===== src/rtl/console_pkg.sv =====
// Shared definitions for the console text sequencer.
// Geometry constants, cell payload layout ({color[9:7], char[6:0]}),
// sequencer state encoding, control codes and blank-fill values.
package console_pkg;

    localparam int unsigned NUM_ROWS  = 3;
    localparam int unsigned NUM_COLS  = 10;
    localparam int unsigned NUM_CHARS = NUM_ROWS * NUM_COLS;
    localparam int unsigned ADDR_W    = $clog2(NUM_CHARS);
    localparam int unsigned ROW_W     = $clog2(NUM_ROWS);
    localparam int unsigned COL_W     = $clog2(NUM_COLS);

    localparam int unsigned CHAR_W  = 7;
    localparam int unsigned COLOR_W = 3;
    localparam int unsigned CELL_W  = CHAR_W + COLOR_W;

    // One buffer cell: color in the upper bits, character code in the lower bits.
    typedef struct packed {
        logic [COLOR_W-1:0] color;
        logic [CHAR_W-1:0]  ch;
    } cell_t;

    typedef enum logic [1:0] {
        IDLE   = 2'd0,
        SCROLL = 2'd1,
        CLEAR  = 2'd2
    } state_e;

    localparam logic [7:0] CC_BS = 8'h08;
    localparam logic [7:0] CC_LF = 8'h0A;
    localparam logic [7:0] CC_FF = 8'h0C;
    localparam logic [7:0] CC_CR = 8'h0D;

    localparam logic [CHAR_W-1:0]  BLANK_CHAR    = 7'h20;
    localparam logic [COLOR_W-1:0] DEFAULT_COLOR = 3'b010;
    localparam cell_t              BLANK_CELL    = '{color: DEFAULT_COLOR, ch: BLANK_CHAR};

    // Linear cell index row*NUM_COLS+col; shift-add for the common 10-column layout.
    function automatic logic [ADDR_W-1:0] cell_index(input logic [ROW_W-1:0] row,
                                                      input logic [COL_W-1:0] col);
        logic [ADDR_W-1:0] r;
        r = ADDR_W'(row);
        if (NUM_COLS == 10) begin
            return (r << 3) + (r << 1) + ADDR_W'(col);
        end
        return ADDR_W'(r * ADDR_W'(NUM_COLS)) + ADDR_W'(col);
    endfunction

endpackage


===== src/rtl/console_text_sequencer_if.sv =====
// Byte stream, host cell-write and character buffer port bundle.
// master: stream/host source and buffer owner; slave: the sequencer.
interface console_text_sequencer_if;

    logic                                in_valid;
    logic [7:0]                          in_data;
    logic [console_pkg::COLOR_W-1:0]     in_color;
    logic                                in_ready;

    logic                                host_we;
    logic [console_pkg::ADDR_W-1:0]      host_addr;
    console_pkg::cell_t                  host_wdata;

    logic                                buf_we;
    logic [console_pkg::ADDR_W-1:0]      buf_waddr;
    console_pkg::cell_t                  buf_wdata;
    logic [console_pkg::ADDR_W-1:0]      buf_raddr;
    console_pkg::cell_t                  buf_rdata;

    modport master (
        output in_valid, in_data, in_color, host_we, host_addr, host_wdata, buf_rdata,
        input  in_ready, buf_we, buf_waddr, buf_wdata, buf_raddr
    );

    modport slave (
        input  in_valid, in_data, in_color, host_we, host_addr, host_wdata, buf_rdata,
        output in_ready, buf_we, buf_waddr, buf_wdata, buf_raddr
    );

endinterface


===== src/rtl/console_text_sequencer.sv =====
// Terminal-style writer for the text console character buffer.
// Ports: clk/reset (async, active-high); bus (slave) carries the byte stream
// (in_valid/in_data/in_color/in_ready), host direct cell writes (host_*) and
// the buffer write/read port (buf_*); cursor_row/cursor_col give the cursor,
// busy flags a scroll/clear sequence, scroll_pulse marks the end of a scroll.
// Host writes always own the buffer port and freeze the sequencer for that cycle.
module console_text_sequencer
    import console_pkg::*;
(
    input  logic                     clk,
    input  logic                     reset,
    console_text_sequencer_if.slave  bus,
    output logic [ROW_W-1:0]         cursor_row,
    output logic [COL_W-1:0]         cursor_col,
    output logic                     busy,
    output logic                     scroll_pulse
);

    state_e            state_q, state_d;
    logic [ADDR_W-1:0] idx_q, idx_d;
    logic [ROW_W-1:0]  row_q, row_d;
    logic [COL_W-1:0]  col_q, col_d;
    logic              clear_all_q, clear_all_d;

    logic accept;
    logic printable;
    logic line_feed;
    logic last_col;
    logic last_row;
    logic last_idx;

    // Next-state, cursor update and buffer port mux.
    always_comb begin
        state_d       = state_q;
        idx_d         = idx_q;
        row_d         = row_q;
        col_d         = col_q;
        clear_all_d   = clear_all_q;
        line_feed     = 1'b0;
        scroll_pulse  = 1'b0;
        bus.buf_we    = 1'b0;
        bus.buf_waddr = '0;
        bus.buf_wdata = '0;
        bus.buf_raddr = '0;

        bus.in_ready = (state_q == IDLE) && !bus.host_we;
        accept       = bus.in_valid && bus.in_ready;
        printable    = (bus.in_data >= 8'h20) && (bus.in_data <= 8'h7E);
        last_col     = (col_q == COL_W'(NUM_COLS - 1));
        last_row     = (row_q == ROW_W'(NUM_ROWS - 1));
        last_idx     = (idx_q == ADDR_W'(NUM_CHARS - 1));

        case (state_q)
            IDLE: begin
                if (accept) begin
                    case (bus.in_data)
                        CC_LF: line_feed = 1'b1;
                        CC_CR: col_d = '0;
                        CC_BS: begin
                            if (col_q != '0) col_d = col_q - COL_W'(1);
                        end
                        CC_FF: begin
                            state_d     = CLEAR;
                            idx_d       = '0;
                            clear_all_d = 1'b1;
                            row_d       = '0;
                            col_d       = '0;
                        end
                        default: begin
                            if (printable) begin
                                bus.buf_we    = 1'b1;
                                bus.buf_waddr = cell_index(row_q, col_q);
                                bus.buf_wdata = '{color: bus.in_color, ch: bus.in_data[6:0]};
                                if (last_col) line_feed = 1'b1;
                                else          col_d = col_q + COL_W'(1);
                            end
                        end
                    endcase
                end
                // Wrap or LF: new line, scrolling instead when already on the bottom row.
                if (line_feed) begin
                    col_d = '0;
                    if (last_row) begin
                        state_d = SCROLL;
                        idx_d   = ADDR_W'(NUM_COLS);
                    end else begin
                        row_d = row_q + ROW_W'(1);
                    end
                end
            end

            SCROLL: begin
                bus.buf_raddr = idx_q;
                if (!bus.host_we) begin
                    bus.buf_we    = 1'b1;
                    bus.buf_waddr = idx_q - ADDR_W'(NUM_COLS);
                    bus.buf_wdata = bus.buf_rdata;
                    if (last_idx) begin
                        state_d     = CLEAR;
                        idx_d       = ADDR_W'(NUM_CHARS - NUM_COLS);
                        clear_all_d = 1'b0;
                    end else begin
                        idx_d = idx_q + ADDR_W'(1);
                    end
                end
            end

            CLEAR: begin
                if (!bus.host_we) begin
                    bus.buf_we    = 1'b1;
                    bus.buf_waddr = idx_q;
                    bus.buf_wdata = BLANK_CELL;
                    if (last_idx) begin
                        state_d      = IDLE;
                        idx_d        = '0;
                        scroll_pulse = !clear_all_q;
                    end else begin
                        idx_d = idx_q + ADDR_W'(1);
                    end
                end
            end

            default: state_d = IDLE;
        endcase

        // Host write has absolute priority on the buffer port.
        if (bus.host_we) begin
            bus.buf_we    = 1'b1;
            bus.buf_waddr = bus.host_addr;
            bus.buf_wdata = bus.host_wdata;
        end
    end

    // State, index and cursor registers.
    always_ff @(posedge clk or posedge reset) begin
        if (reset) begin
            state_q     <= IDLE;
            idx_q       <= '0;
            row_q       <= '0;
            col_q       <= '0;
            clear_all_q <= 1'b0;
        end else begin
            state_q     <= state_d;
            idx_q       <= idx_d;
            row_q       <= row_d;
            col_q       <= col_d;
            clear_all_q <= clear_all_d;
        end
    end

    assign busy       = (state_q != IDLE);
    assign cursor_row = row_q;
    assign cursor_col = col_q;

endmodule


===== src/flat_wrapper.sv =====
// flat-port wrapper written by rule: the top's interface ports become plain ports
module console_text_sequencer_flat import console_pkg::*;
  (clk, reset, cursor_row, cursor_col, busy, scroll_pulse, bus_in_valid, bus_in_data, bus_in_color, bus_host_we, bus_host_addr, bus_host_wdata, bus_buf_rdata, bus_in_ready, bus_buf_we, bus_buf_waddr, bus_buf_wdata, bus_buf_raddr);
  console_text_sequencer_if bus_i ();
  input  logic clk;
  input  logic reset;
  output logic [ROW_W-1:0] cursor_row;
  output logic [COL_W-1:0] cursor_col;
  output logic busy;
  output logic scroll_pulse;
  input wire logic [$bits(bus_i.in_valid)-1:0] bus_in_valid;
  input wire logic [$bits(bus_i.in_data)-1:0] bus_in_data;
  input wire logic [$bits(bus_i.in_color)-1:0] bus_in_color;
  input wire logic [$bits(bus_i.host_we)-1:0] bus_host_we;
  input wire logic [$bits(bus_i.host_addr)-1:0] bus_host_addr;
  input wire logic [$bits(bus_i.host_wdata)-1:0] bus_host_wdata;
  input wire logic [$bits(bus_i.buf_rdata)-1:0] bus_buf_rdata;
  output wire logic [$bits(bus_i.in_ready)-1:0] bus_in_ready;
  output wire logic [$bits(bus_i.buf_we)-1:0] bus_buf_we;
  output wire logic [$bits(bus_i.buf_waddr)-1:0] bus_buf_waddr;
  output wire logic [$bits(bus_i.buf_wdata)-1:0] bus_buf_wdata;
  output wire logic [$bits(bus_i.buf_raddr)-1:0] bus_buf_raddr;
  assign bus_i.in_valid = bus_in_valid;
  assign bus_i.in_data = bus_in_data;
  assign bus_i.in_color = bus_in_color;
  assign bus_i.host_we = bus_host_we;
  assign bus_i.host_addr = bus_host_addr;
  assign bus_i.host_wdata = bus_host_wdata;
  assign bus_i.buf_rdata = bus_buf_rdata;
  assign bus_in_ready = bus_i.in_ready;
  assign bus_buf_we = bus_i.buf_we;
  assign bus_buf_waddr = bus_i.buf_waddr;
  assign bus_buf_wdata = bus_i.buf_wdata;
  assign bus_buf_raddr = bus_i.buf_raddr;
  console_text_sequencer u_core (.clk(clk), .reset(reset), .bus(bus_i), .cursor_row(cursor_row), .cursor_col(cursor_col), .busy(busy), .scroll_pulse(scroll_pulse));
endmodule

===== config.mk =====
export PLATFORM = sky130hd
export DESIGN_NAME = console_text_sequencer_flat
export DESIGN_NICKNAME = d
export VERILOG_FILES = /design/src/rtl/console_pkg.sv /design/src/rtl/console_text_sequencer_if.sv /design/src/rtl/console_text_sequencer.sv /design/src/flat_wrapper.sv
export SDC_FILE = /design/constraint.sdc
export NUM_CORES = 1
export LEC_CHECK = 0
export CORE_MARGIN = 2
export CORE_UTILIZATION = 40
export DETAILED_ROUTE_END_ITERATION = 8
export PLACE_DENSITY_LB_ADDON = 0.12
export SLEW_MARGIN = 20
export SYNTH_ARGS = -nofsm -noshare
export SYNTH_HDL_FRONTEND = slang
export SYNTH_SLANG_ARGS = --single-unit

===== constraint.sdc =====
create_clock -name clk -period 2.4 [get_ports clk]
set_input_delay 0.36 -clock clk [delete_from_list [all_inputs] [get_ports clk]]
set_output_delay 0.36 -clock clk [all_outputs]
set_load 0.02 [all_outputs]

## Yosys cells after proc, flatten, opt, wreduce, memory -nomap -nowiden

Cells that the tools add are included.

| word-level totals | value |
|---|---|
| input bits | 40 |
| output and inout bits | 30 |
| register bits | 14 |

| cells by class | value |
|---|---|
| $mul | 1 |
| multiplexer cells | 62 |
| eq/ne operators | 18 |
| $lt $le $gt $ge | 2 |
| $add $sub $neg | 8 |
| reductions and logical operators | 20 |

Operator list:

| cell | count |
|---|---|
| two-way mux 5 bit | 14 |
| two-way mux 10 bit | 4 |
| == test 8 x 4 -> 1 bit, second input constant | 4 |
| case mux 10 bit (3 select lines) | 1 |
| case mux 5 bit (3 select lines) | 2 |
| two-way mux 2 bit | 12 |
| two-way mux 4 bit | 5 |
| two-way mux 1 bit | 19 |
| case mux 4 bit (3 select lines) | 1 |
| adder 5 x 4 -> 5 bit | 2 |
| greater-or-equal comparator 8 x 6 -> 1 bit, second input constant | 1 |
| less-or-equal comparator 8 x 7 -> 1 bit, second input constant | 1 |
| != test 2 x 1 -> 1 bit, second input constant | 4 |
| nonzero test 4 bit | 2 |
| != test 2 bit, second input constant | 3 |
| case mux 1 bit (2 select lines) | 3 |
| case mux 2 bit (3 select lines) | 1 |
| AND reduction 6 bit | 1 |
| nonzero test 2 bit | 3 |
| adder 5 x 1 -> 5 bit, second input constant | 1 |
| adder 5 x 3 -> 5 bit | 1 |
| == test 5 bit, second input constant | 1 |
| AND reduction 5 bit | 1 |
| subtractor 5 x 4 -> 5 bit, second input constant | 1 |
| other kinds (18) | 23 |

## Logic depth before layout (Yosys ltp)

| logic depth | value |
|---|---|
| depth after elaboration | 12 |
| gate-level depth with buffers | 9 |
| depth with buffers taken out | 9 |

## Worst setup path after synthesis

OpenSTA, ideal clock, no wires.

| path | value |
|---|---|
| path kind | register to output |
| start point | reg u_core.state_q[0] |
| end point | out bus_buf_wdata[0] |
| arrival time | 2353 ps |
| cell stages (with the launch flop) | 9 |
| buffers on the path | 1 |
| path slack | -313 ps |
| cells stage by stage | dfrtp_1 inv_1 ha_1 nor2b_1 nand2_1 nor2_1 buf_2 a22oi_1 o21ai_0 |

| on the way | value |
|---|---|
| word-level cells in the longest chain between the ends | 6 |
| elaborated cells between the ends (all ways) | 8 |
| classes of those cells | eq/ne (2); mux (3); reduce/logical (3) |

Ends and longest elaborated chain:

| what | RTL line | text |
|---|---|---|
| start: declaration | console_text_sequencer.sv:19 | `state_e state_q, state_d;` |
| start signal: assignment | console_text_sequencer.sv:143 | `state_q <= state_d;` |
| zero test 2 bit | console_text_sequencer.sv:46 | `bus.in_ready = (state_q == IDLE) && !bus.host_we;` |
| logical AND 1 bit | console_text_sequencer.sv:46 |  |
| named net bus_in_ready | flat_wrapper.sv:18 | `output wire logic [$bits(bus_i.in_ready)-1:0] bus_in_ready;` |
| logical AND 1 bit | console_text_sequencer.sv:47 | `accept = bus.in_valid && bus.in_ready;` |
| two-way mux 10 bit | console_text_sequencer.sv:55 | `if (accept) begin` |
| case mux 10 bit (3 select lines) | console_text_sequencer.sv:53 | `case (state_q)` |
| two-way mux 10 bit | console_text_sequencer.sv:127 | `if (bus.host_we) begin` |
| end: declaration | flat_wrapper.sv:21 | `output wire logic [$bits(bus_i.buf_wdata)-1:0] bus_buf_wdata;` |

The timed path passes the listed nets, and every way through them passes these cells.

==> implementation parameters <==
Parameter                              Value

Placement
  Number of port buffers    69
  Standard cell area after detailed placement    0.00274 sq mm
  Final weighted congestion in routability-driven placement    0.838
  Worst slack, placed    -0.345 ns
  HPWL after detailed placement    4290 um

Synth
  Most numerous cell in the Yosys netlist    nand2_1
  Share of the yosys chip area belonging to registers    21.6%
  Cell area after synthesis    0.00162 sq mm
  Ys flop type    dfrtp_1
  Top post-synthesis cells by count    nand2_1, o21ai_0, dfrtp_1
  Yosys top cell by area    dfrtp_1
  Share of flip-flops with an asynchronous set or reset after synthesis    100%
  Warnings, synthesis    0
  Gate count after technology mapping    209
  Net count after synthesis    264
  Post-synthesis register bit count    14
  Cell types with the largest area share after synthesis    dfrtp_1, ha_1, nand2_1
  Mean area per synthesized cell    7.75 sq um
  Portion of synthesized cell area occupied by the leading cell type    21.6%
  EDFF count, synth    0
  Count of different cell masters after synthesis    52

Power and ir drop
  P_leak    1.37 nW
  Portion of total power attributed to sequential cells    26.7%
  Internal portion of total power    0.783 mW
  Power density over the cells    450 mW/mm^2
  Switching Fraction    37.7%
  Reported net switching power    0.473 mW
  Fraction of power consumed by the clock network    18.1%
  Maximum resistive drop on vdd    0.000509 V
  Combinational power share    55.2%
  Overall power consumption    1.26 mW

Detailed routing
  Final Routed Wirelength    5480 um
  Pre-Repair DR Iteration Count    7
  DRC    0
  WL/cell    14.6 um
  Number of design-rule violations left by the first detailed-router iteration    106
  Residual antenna-violating net count after detailed routing    0
  Via count    2029
  Vias per cell    5.40

Clocking
  Number of clock buffers inserted by TritonCTS    3
  CTS HTree Levels    1
  Cts hold-fix bufs    0
  Clock Sink Count    14
  Clock latency on the worst-skew pair    0.24 ns
  Clock Pin Slew Worst Setup and Hold Paths    0.06 ns
  Maximum count of clock buffers along a single path    2
  Cell chosen for the clock root    clkbuf_8
  Clock tree from TritonCTS    built

Timing
  Setup repair after global routing missed its margin    yes
  Slew margin rel.    65.2%
  WHS    0.448 ns
  Final Max Tran Viols    0
  Setup violation total in the final timing report    0
  Hold Fails Final Rpt    0
  Final critical path time including I/O delays and setup    2.37 ns
  Tcrit/Tclk final    99.0%
  Skew final    0.00277 ns
  Worst-margin pin slew    0.521 ns
  Min setup slack post-route    0.0250 ns
  Achievable clock frequency    0.421 GHz

Floorplanning
  Core area    0.00394 sq mm
  Vert. Die Dim    67.6 um
  Number of primary I/O pins    70
  Placement Rows    23
  Die outline area    0.00458 sq mm
  Initial core utilization    41.1%
  Die width    67.6 um

Global route
  Overflow after GRT    0
  Antenna violations before repair    0
  First-pass GRT wire length    8060 um
  Vias in the first global route    1816
  Largest net degree at the start of global routing    17
  Total global-route track usage    23.0%

Setup path
  Max stage delay cell, worst path    dfrtp_1
  Kind of launch point of the worst setup path    register
  Cells along the critical path    ha_1, fa_1, xor2_1, a222oi_1, o21ai_1, buf_2
  Arrival time at the worst endpoint    2.01 ns
  Bufs and invs on worst path    1
  Endpoint required time on the critical path    2.04 ns
  Delay-heaviest family, CP    adder cells
  Crit. End Element    output port
  Largest stage delay, worst path    0.39 ns
  WP depth    6
  Highest fanout seen on the critical path    2
  Critical Setup Path Class    reg2out
  Depth of the most critical reg-to-reg path    9

Finish
  Area of all placed cells without fillers    0.00279 sq mm
  Fillcell total    340
  Net total in the final layout    382
  Fraction of final layout cells with drive strength greater than 1    31.6%
  Area growth from synthesis to final layout    72.3%
  Antenna diode instance count    0

Flow run
  Max-capacitance violation count    0

Worst hold path
  Class of the tightest hold or removal check    in2async

Status
  Result of the run    finished, final reports clean
-- per-stage QoR --
stage / TNS, ns / std cells / utilization (%)
2_1_floorplan: -0.0225 / 209 / -
3_3_place_gp: -4.41 / 367 / 69.4
4_1_cts: -0.151 / 376 / 71.8
3_5_place_dp: -4.87 / 367 / 69.4
5_1_grt: -0.0699 / 376 / 70.8
6_report: 0 / 376 / 70.8
-- cell usage in the layout, fill, tap and decap left out, types with 4 or more instances in the layout --
cell type and instances:
a21oi_1 11, a22oi_1 9, and2_1 6, buf_2 5, buf_4 53, clkbuf_2 12, clkbuf_8 4, clkdlybuf4s50_1 44
dfrtp_1 13, dlymetal6s2s_1 7, ha_1 12, inv_1 10, nand2_1 28, nand2b_1 4, nand3_1 4, nor2_1 9
o21ai_0 6, o21ai_1 5, o21ai_2 8, o22ai_1 4
-- path summary, 6_finish.rpt --
path | start | to | slack, ns
max | register | bus_buf_waddr[3] | 0.03
min | reset | u_core.state_q[0] | 0.45
max reg2reg | u_core.state_q[0] | u_core.idx_q[2] | 0.37
min reg2reg | u_core.clear_all_q | u_core.clear_all_q | 0.56
max in group asynchronous | reset | u_core.cursor_row[1] | 1.57
min in group clk | u_core.clear_all_q | u_core.clear_all_q | 0.56
-- registers in the layout, summed over array words and instances (netlist names), named ones only --
name and count:
u_core.state_q 2, u_core.cursor_col 4, u_core.idx_q 5, u_core.clear_all_q 1, u_core.cursor_row 1
-- metal layers --
layer / routed length, um / GRT usage [%] / vias to the layer above
met3: 337 / 3.83 / 8
met1: 2320 / 28.4 / 946
li1: - / - / 1012
met2: 2730 / 40.1 / 63
met5: 0 / 0 / -
met4: 87 / 7.65 / 0
-- what timing repair did --
item                                    CTS  global route
resized for setup                        36            47
gates cloned                              0             0
endpoints found under the setup margin   18            24
pin swaps                                 4             5
buffers inserted                          5             0
-- cells by family after synthesis --
logic type | synth area share, %
adders and majority gates | 12.5
DFF | 21.6
muxes | 1.24
AOI/OAI and AO/OA | 29.4
and+or+nand+nor | 27.3
buffers and inverters | 5.17
xor gates and xnor gates | 2.70
-- power by group through the flow --
stage / combinational [mW] / sequential (mW) / clock [mW]
final: 0.693 / 0.335 / 0.228
after global routing: 0.754 / 0.343 / 0.248
after CTS: 0.700 / 0.337 / 0.234
after detailed placement: 0.700 / 0.340 / 0
after global placement: 0.692 / 0.337 / 0
after floorplan: 0.269 / 0.397 / 0
-- layout make-up --
class	count	area (sq um)	share of cell area, %
Multi-Input combinational cell	173	1240	44.4
Timing Repair Buffer	124	1040	37.3
Sequential cell	14	352	12.6
Tap cell	50	62.6	2.24
Clock buffer	4	55.1	1.97
Inverter	11	41.3	1.48
Note: power is estimated with default switching activity, not from simulation.
